**src/rtl/board_btn_conditioner.sv**
```systemverilog
// board_btn_conditioner: front-panel input conditioner.
//   Synchronises N_BTN pushbuttons and a SW_WIDTH switch bank, debounces the
//   buttons, and produces press/release strobes, per-channel level or toggle
//   outputs, and a stretched reset request driven by button RST_CH.
// Ports:
//   clk0        - system clock, all state on the rising edge
//   rst0        - asynchronous active-low reset
//   btn_raw     - raw asynchronous button pins (active-high)
//   sw_raw      - raw asynchronous switch pins
//   btn_level   - debounced button level
//   btn_press   - one-cycle strobe on debounced 0->1
//   btn_release - one-cycle strobe on debounced 1->0
//   mode_out    - toggle state (TOGGLE_MASK bit set) or debounced level
//   sw_sync     - two-flop synchronised switches
//   rst_req     - active-high synchronous reset request to the core
module board_btn_conditioner #(
    parameter int unsigned       N_BTN           = 2,
    parameter int unsigned       SW_WIDTH        = 16,
    parameter int unsigned       DEBOUNCE_CYCLES = 1000000,
    parameter logic [N_BTN-1:0]  TOGGLE_MASK     = N_BTN'(2'b10),
    parameter int unsigned       RST_CH          = 0,
    parameter int unsigned       RST_STRETCH     = 16
) (
    input  logic                clk0,
    input  logic                rst0,
    input  logic [N_BTN-1:0]    btn_raw,
    input  logic [SW_WIDTH-1:0] sw_raw,
    output logic [N_BTN-1:0]    btn_level,
    output logic [N_BTN-1:0]    btn_press,
    output logic [N_BTN-1:0]    btn_release,
    output logic [N_BTN-1:0]    mode_out,
    output logic [SW_WIDTH-1:0] sw_sync,
    output logic                rst_req
);

    localparam int unsigned CNT_W  = $clog2(DEBOUNCE_CYCLES + 1);
    localparam int unsigned RCNT_W = $clog2(RST_STRETCH + 1);
    localparam int unsigned IDX_W  = (N_BTN > 1) ? $clog2(N_BTN) : 1;

    localparam logic [CNT_W-1:0]  CNT_LAST  = CNT_W'(DEBOUNCE_CYCLES - 1);
    localparam logic [RCNT_W-1:0] RCNT_LOAD = RCNT_W'(RST_STRETCH);
    localparam logic [IDX_W-1:0]  RST_IDX   = IDX_W'(RST_CH);

    logic [N_BTN-1:0]             btn_meta_q, btn_meta_d;
    logic [N_BTN-1:0]             btn_sync_q, btn_sync_d;
    logic [SW_WIDTH-1:0]          sw_meta_q, sw_meta_d;
    logic [SW_WIDTH-1:0]          sw_sync_q, sw_sync_d;
    logic [N_BTN-1:0][CNT_W-1:0]  cnt_q, cnt_d;
    logic [N_BTN-1:0]             level_q, level_d;
    logic [N_BTN-1:0]             press_q, press_d;
    logic [N_BTN-1:0]             release_q, release_d;
    logic [N_BTN-1:0]             mode_q, mode_d;
    logic [RCNT_W-1:0]            rcnt_q, rcnt_d;
    logic                         rst_req_q, rst_req_d;

    // Next-state logic: synchronisers, debounce, strobes, mode, reset stretcher
    always_comb begin
        btn_meta_d = btn_raw;
        btn_sync_d = btn_meta_q;
        sw_meta_d  = sw_raw;
        sw_sync_d  = sw_meta_q;
        cnt_d      = cnt_q;
        level_d    = level_q;
        mode_d     = mode_q;
        rcnt_d     = rcnt_q;

        for (int i = 0; i < int'(N_BTN); i++) begin
            // Any sample matching the accepted level restarts the stability count
            if (btn_sync_q[i] == level_q[i]) begin
                cnt_d[i] = '0;
            end else if (cnt_q[i] == CNT_LAST) begin
                level_d[i] = btn_sync_q[i];
                cnt_d[i]   = '0;
            end else begin
                cnt_d[i] = cnt_q[i] + CNT_W'(1);
            end

            // Toggle channels flip one edge after the press strobe
            if (TOGGLE_MASK[i]) begin
                mode_d[i] = mode_q[i] ^ press_q[i];
            end else begin
                mode_d[i] = level_d[i];
            end
        end

        // Strobes are high in the cycle the new level is first visible
        press_d   = level_d & ~level_q;
        release_d = ~level_d & level_q;

        // A press reloads the stretch even while it is already running
        if (press_q[RST_IDX]) begin
            rcnt_d = RCNT_LOAD;
        end else if (rcnt_q != '0) begin
            rcnt_d = rcnt_q - RCNT_W'(1);
        end

        rst_req_d = (rcnt_d != '0);
    end

    // State registers; reset holds rst_req high for the power-on stretch
    always_ff @(posedge clk0 or negedge rst0) begin
        if (!rst0) begin
            btn_meta_q <= '0;
            btn_sync_q <= '0;
            sw_meta_q  <= '0;
            sw_sync_q  <= '0;
            cnt_q      <= '0;
            level_q    <= '0;
            press_q    <= '0;
            release_q  <= '0;
            mode_q     <= '0;
            rcnt_q     <= RCNT_LOAD;
            rst_req_q  <= 1'b1;
        end else begin
            btn_meta_q <= btn_meta_d;
            btn_sync_q <= btn_sync_d;
            sw_meta_q  <= sw_meta_d;
            sw_sync_q  <= sw_sync_d;
            cnt_q      <= cnt_d;
            level_q    <= level_d;
            press_q    <= press_d;
            release_q  <= release_d;
            mode_q     <= mode_d;
            rcnt_q     <= rcnt_d;
            rst_req_q  <= rst_req_d;
        end
    end

    assign btn_level   = level_q;
    assign btn_press   = press_q;
    assign btn_release = release_q;
    assign mode_out    = mode_q;
    assign sw_sync     = sw_sync_q;
    assign rst_req     = rst_req_q;

endmodule

```
**config.mk**
```make
export PLATFORM = sky130hd
export DESIGN_NAME = board_btn_conditioner
export DESIGN_NICKNAME = d
export VERILOG_FILES = /design/src/rtl/board_btn_conditioner.sv
export SDC_FILE = /design/constraint.sdc
export NUM_CORES = 1
export LEC_CHECK = 0
export ABC_CLOCK_PERIOD_IN_PS = 2500
export CORE_AREA = 8 8 94 87
export DETAILED_ROUTE_END_ITERATION = 6
export DIE_AREA = 0 0 102 95
export PLACE_DENSITY = 0.83
export SETUP_SLACK_MARGIN = 0.2
export SLEW_MARGIN = 10
export SYNTH_ARGS = -nofsm -noshare
export SYNTH_HDL_FRONTEND = slang
export SYNTH_SLANG_ARGS = --single-unit
```
**constraint.sdc**
```tcl
create_clock -name clk0 -period 2.5 [get_ports clk0]
set_input_delay 0.375 -clock clk0 [delete_from_list [all_inputs] [get_ports clk0]]
set_output_delay 0.375 -clock clk0 [all_outputs]
set_load 0.01 [all_outputs]
```
# [Word-level counts from Yosys, hierarchy flattened]
# Cells that the tools add are included.
[classes] mux=10 n_reduce_logical=2 n_eq_ne=4 bitwise=5 n_addsub=3
[op_table] op="20-bit two-way mux" count=4
[op_table] op="20-bit by 1-bit adder with 20-bit output, second input constant" count=2
[op_table] op="20-bit == test, second input constant" count=2
[op_table] op="5-bit two-way mux" count=2
[op_table] op="5-bit nonzero test" count=2
[op_table] op="5-bit by 1-bit subtractor with 5-bit output, second input constant" count=1
[op_table] op="2-bit AND" count=2
[op_table] op="1-bit two-way mux" count=4
[op_table] op="2-bit NOT" count=2
[op_table] op="1-bit == test" count=2
[op_table] op="1-bit XOR" count=1
[totals] reg_bits=90 out_inout_bits=25 in_bits=20

# [Depth between registers and ports, before layout]
[depth] ltp_word=5 mapped_depth=6 ltp_nobuf=6

# [Least setup slack after synthesis]
# OpenSTA, ideal clock, no wires.
[synth_path] path_kind="register to register" startpoint="reg cnt_q[16] (netlist name)" endpoint="reg cnt_q[12] (netlist name)" stages_incl_launch_ff=6 arrival_time_ns=1.796 required_ns=2.381 setup_ns=0.119 slack_ns=0.585 cell_sequence="dfrtp_1 > nand3_1 > or4b_1 > o31ai_2 > buf_4 > nor2_1"
[synth_rtl] element="start, declared" line_no="48" source="logic [N_BTN-1:0][CNT_W-1:0] cnt_q, cnt_d;"
[synth_rtl] element="start signal, assigned" line_no="119" source="cnt_q <= cnt_d;"

==> results.md <==
- Result of the run: finished, final reports clean
- Full die area: approximately 9700 um^2
- Hold WS: ~32 ps
- Post-synthesis adder-cell area fraction: 0.0109
- Top cell type's share of synthesized area: 0.634
- M3 GR Usage: 0.0522
- Share of cells above drive strength 1: 0.107
- Tmin final: 2050 ps
- Mux contribution to synthesized area: 0.00983
- DR vias/cell: ~5.3
- Critical path's largest stage delay: 540 ps
- Yosys cell types: 37
- Cell count after synthesis: about 280
- First-pass GRT wire length: roughly 11 mm
- Met2 Use GR: 0.224
- P_leak: ~1.8 nW
- Final WL: about 6.3 mm
- Comb power frac: 0.050
- NetSw: roughly 0.00064 W
- Dpl cells: around 400
- Crit path arrival time: between 2000 and 2500 ps
- Post-Layout Cell Count: around 430
- P_int: 0.00193 W
- Clk Latency, worst-skew pair: 360 ps
- Worst-Margin Slew: approximately 450 ps
- Power consumption: 0.00257 W
- Final slew viol count: 0
- Hpwl dp: about 4.3 mm
- Tightest Hold Check Type: input port to asynchronous set/reset pin
- Register-to-Register Path Depth: 5
- XOR/XNOR Fraction of Synth Area: 0.0765
- Worst vdd ir: between 0.4 and 0.5 mV
- Compound-cell area share of the yosys netlist: 0.0513
- Antenna-violating nets left: 0
- DIE WIDTH: just over 100 um
- CTS Buf Count: 9
- Period utilization: 0.821
- Placeable Area: about 6500 um^2
- Synthesis-to-layout area growth: 22.0%
- Post-CTS Setup Repair Bufs: 0
- Clock root cell: clkbuf_8
- Slowest CP cell: or4_1
- Simple-gate portion of the synthesized area: 0.184
- DRC errors left: 0
- Synth warn: 0
- Post-synthesis sequential area ratio: 0.649
- Instance count on the critical path: 5
- Final Hold Vio Count: 0
- Clock buffer depth: 2
- WP data required: ~2800 ps
- H-tree lvl count: 3
- Iter 0 DRT Violations: 73
- Initial antenna violation count: 0
- RSZ-0062 raised after global routing: no
- Design Area, Final: between 4000 and 5000 um^2
- Post-CTS Resized: 0
- Crit Path Category: register to register
- Port Buffers: 44
- Sw Share: 0.249
- Final Setup Violations: 0
- Reg power frac: 0.581
- # rows: 28
- Crit end category: register
- Layout Skew: just under 5 ps
- CTS Sinks: 89
- Synth Cell Area: between 3000 and 4000 um^2
- CP top delay family: simple AND/OR/NAND/NOR gates
- CTS tree: done
- Average wire per standard cell: 14.8 um
- F_max: roughly 500 MHz
- Antenna diodes: 0
- Effective utilization at floorplan: 0.527
- CP max FO: 7
- Largest family of logic cells by synthesized area: simple AND/OR/NAND/NOR gates
- Final TNS setup: 0 ps
- Mean Syn Cell Area: 12.3 um^2
- Power Dens Cells: 614 nW/um^2
- Area contributors post-synth: dfrtp_1, xor2_1, nor2_1, xnor2_1, nand3_1
- Post-DP Area: 3990 um^2
- Final net count: about 350
- Gr ovfl total: 0
- Hold Buf Count CTS: 0
- Clock Pin Slew Worst Setup and Hold Paths: roughly 100 ps
- Total Routing Usage GR: 0.140
- Max-Cap Viols: 0
- Vias in the first global route: approximately 2,300
- CP Buf/Inv Count: 0
- I/O pins: 45
- Flops & latches, synth: 89
- DR vias: 2,242
- Met1 usage in global routing: 0.165
- Area leader, netlist: dfrtp_1
- Gpl congestion: roughly 0.80
- Mapped Nets: around 300
- Die H: between 90 and 100 um
- Grt peak-use layer: met2
- Slew HR: 0.701
- Sequence of cells on the critical path: ha_1, nand2_1, or4_1, or4_4, a21oi_2
- Largest net degree at the start of global routing: 90
- CP startpoint kind: register
- Drt first pass iters: 4
- Clk pwr share: 0.369
==> cell usage after synthesis <==
cell	instances
a21o_1	1
a21oi_1	12
a21oi_2	1
and2_1	3
and3_1	4
and3_2	1
and4_1	3
buf_4	2
clkbuf_1	6
clkbuf_2	1
dfrtp_1	87
dfstp_2	2
ha_1	3
inv_1	6
mux2_2	3
nand2_1	11
nand3_1	15
nand3b_1	1
nand4_1	9
nand4_4	1
nor2_1	29
nor2b_1	1
nor3_1	6
nor3b_1	4
nor4_1	3
nor4b_1	1
nor4b_2	1
o21ai_0	6
o31ai_1	6
o31ai_2	2
or3_1	6
or3_2	2
or4_1	8
or4_4	1
or4b_1	1
xnor2_1	12
xor2_1	18
==> area by class of cell <==
type                            count  area [um^2]
Clock buffer                        9          124
Timing Repair Buffer               49          488
Tap cell                           90          113
Inverter                            6         22.5
Clock inverter                      7         72.6
Sequential cell                    89         2230
Multi-Input combinational cell    175         1140
Fill cell                         492         2330
==> worst register-to-register path, delay by kind of cell (launching register included) <==
kind	cells	cell delay (ps)
simple gates	3	1170
flops	1	430
fa+ha+maj	1	250
compound gates	1	140
==> registers in the layout, indices dropped and copies added, names as in the netlist <==
signal	cells
btn_press	2
rst_req	1
mode_out	2
rcnt_q	5
sw_meta_q	16
sw_sync	16
btn_meta_q	2
cnt_q	40
btn_release	2
btn_level	1
btn_sync_q	2
==> cells in the final DEF (no fill, tap or decap), drive strengths merged <==
cell type	count
nor2b	1
a21o	1
nor2	29
o31ai	8
nand3b	1
dfrtp	87
xor2	18
nor4	3
xnor2	12
clkbuf	9
mux2	3
clkinv	2
buf	6
nor4b	2
inv	10
nand4	10
clkdlybuf4s50	43
and3	5
or3	8
a21oi	13
nor3	6
o21ai	6
dfstp	2
nand3	15
or4	9
nand2	11
or4b	1
and2	3
nor3b	4
ha	3
and4	3
clkinvlp	1
==> metal layers <==
metal / up-vias / wire (um)
li1: 1077 / -
met5: - / 0
met1: 1092 / 2740
met3: 12 / 369
met4: 0 / 120
met2: 61 / 3080
==> stage by stage <==
step                      utilization  setup slack (ps)
final                           0.643               448
after global placement          0.613               546
after detailed placement        0.613               453
after CTS                       0.643               438
after floorplan                     -               585
after global routing            0.643               319
==> power groups by stage <==
stage	Combinational, W	Sequential (W)	Clock [W]
CTS	0.000132	0.00149	0.000978
floorplan	0.0000246	0.00153	0
detailed placement	0.000131	0.00152	0
global placement	0.000129	0.00152	0
finish	0.000129	0.00149	0.000949
global route	0.000142	0.00150	0.00104
==> cell families after synthesis <==
kind of cell               after synthesis
AOI/OAI and AO/OA                       28
xor gates and xnor gates                30
adders and majority gates                3
buffers and inverters                   15
DFF                                     89
muxes                                    3
and+or+nand+nor                        111
==> final timing paths <==
path / start / to / slack [ps]
worst max-delay path: cnt_q[0] / cnt_q[18] / 450
worst max register to register: cnt_q[0] / cnt_q[18] / 450
worst min register to register: btn_meta_q[0] / btn_sync_q[0] / 360
worst min-delay path: rst0 / sw_meta_q[7] / 30
min in group clk0: btn_meta_q[0] / btn_sync_q[0] / 360
max in group asynchronous: rst0 / rst_req / 2090
Power figures use the tool's default switching activity.
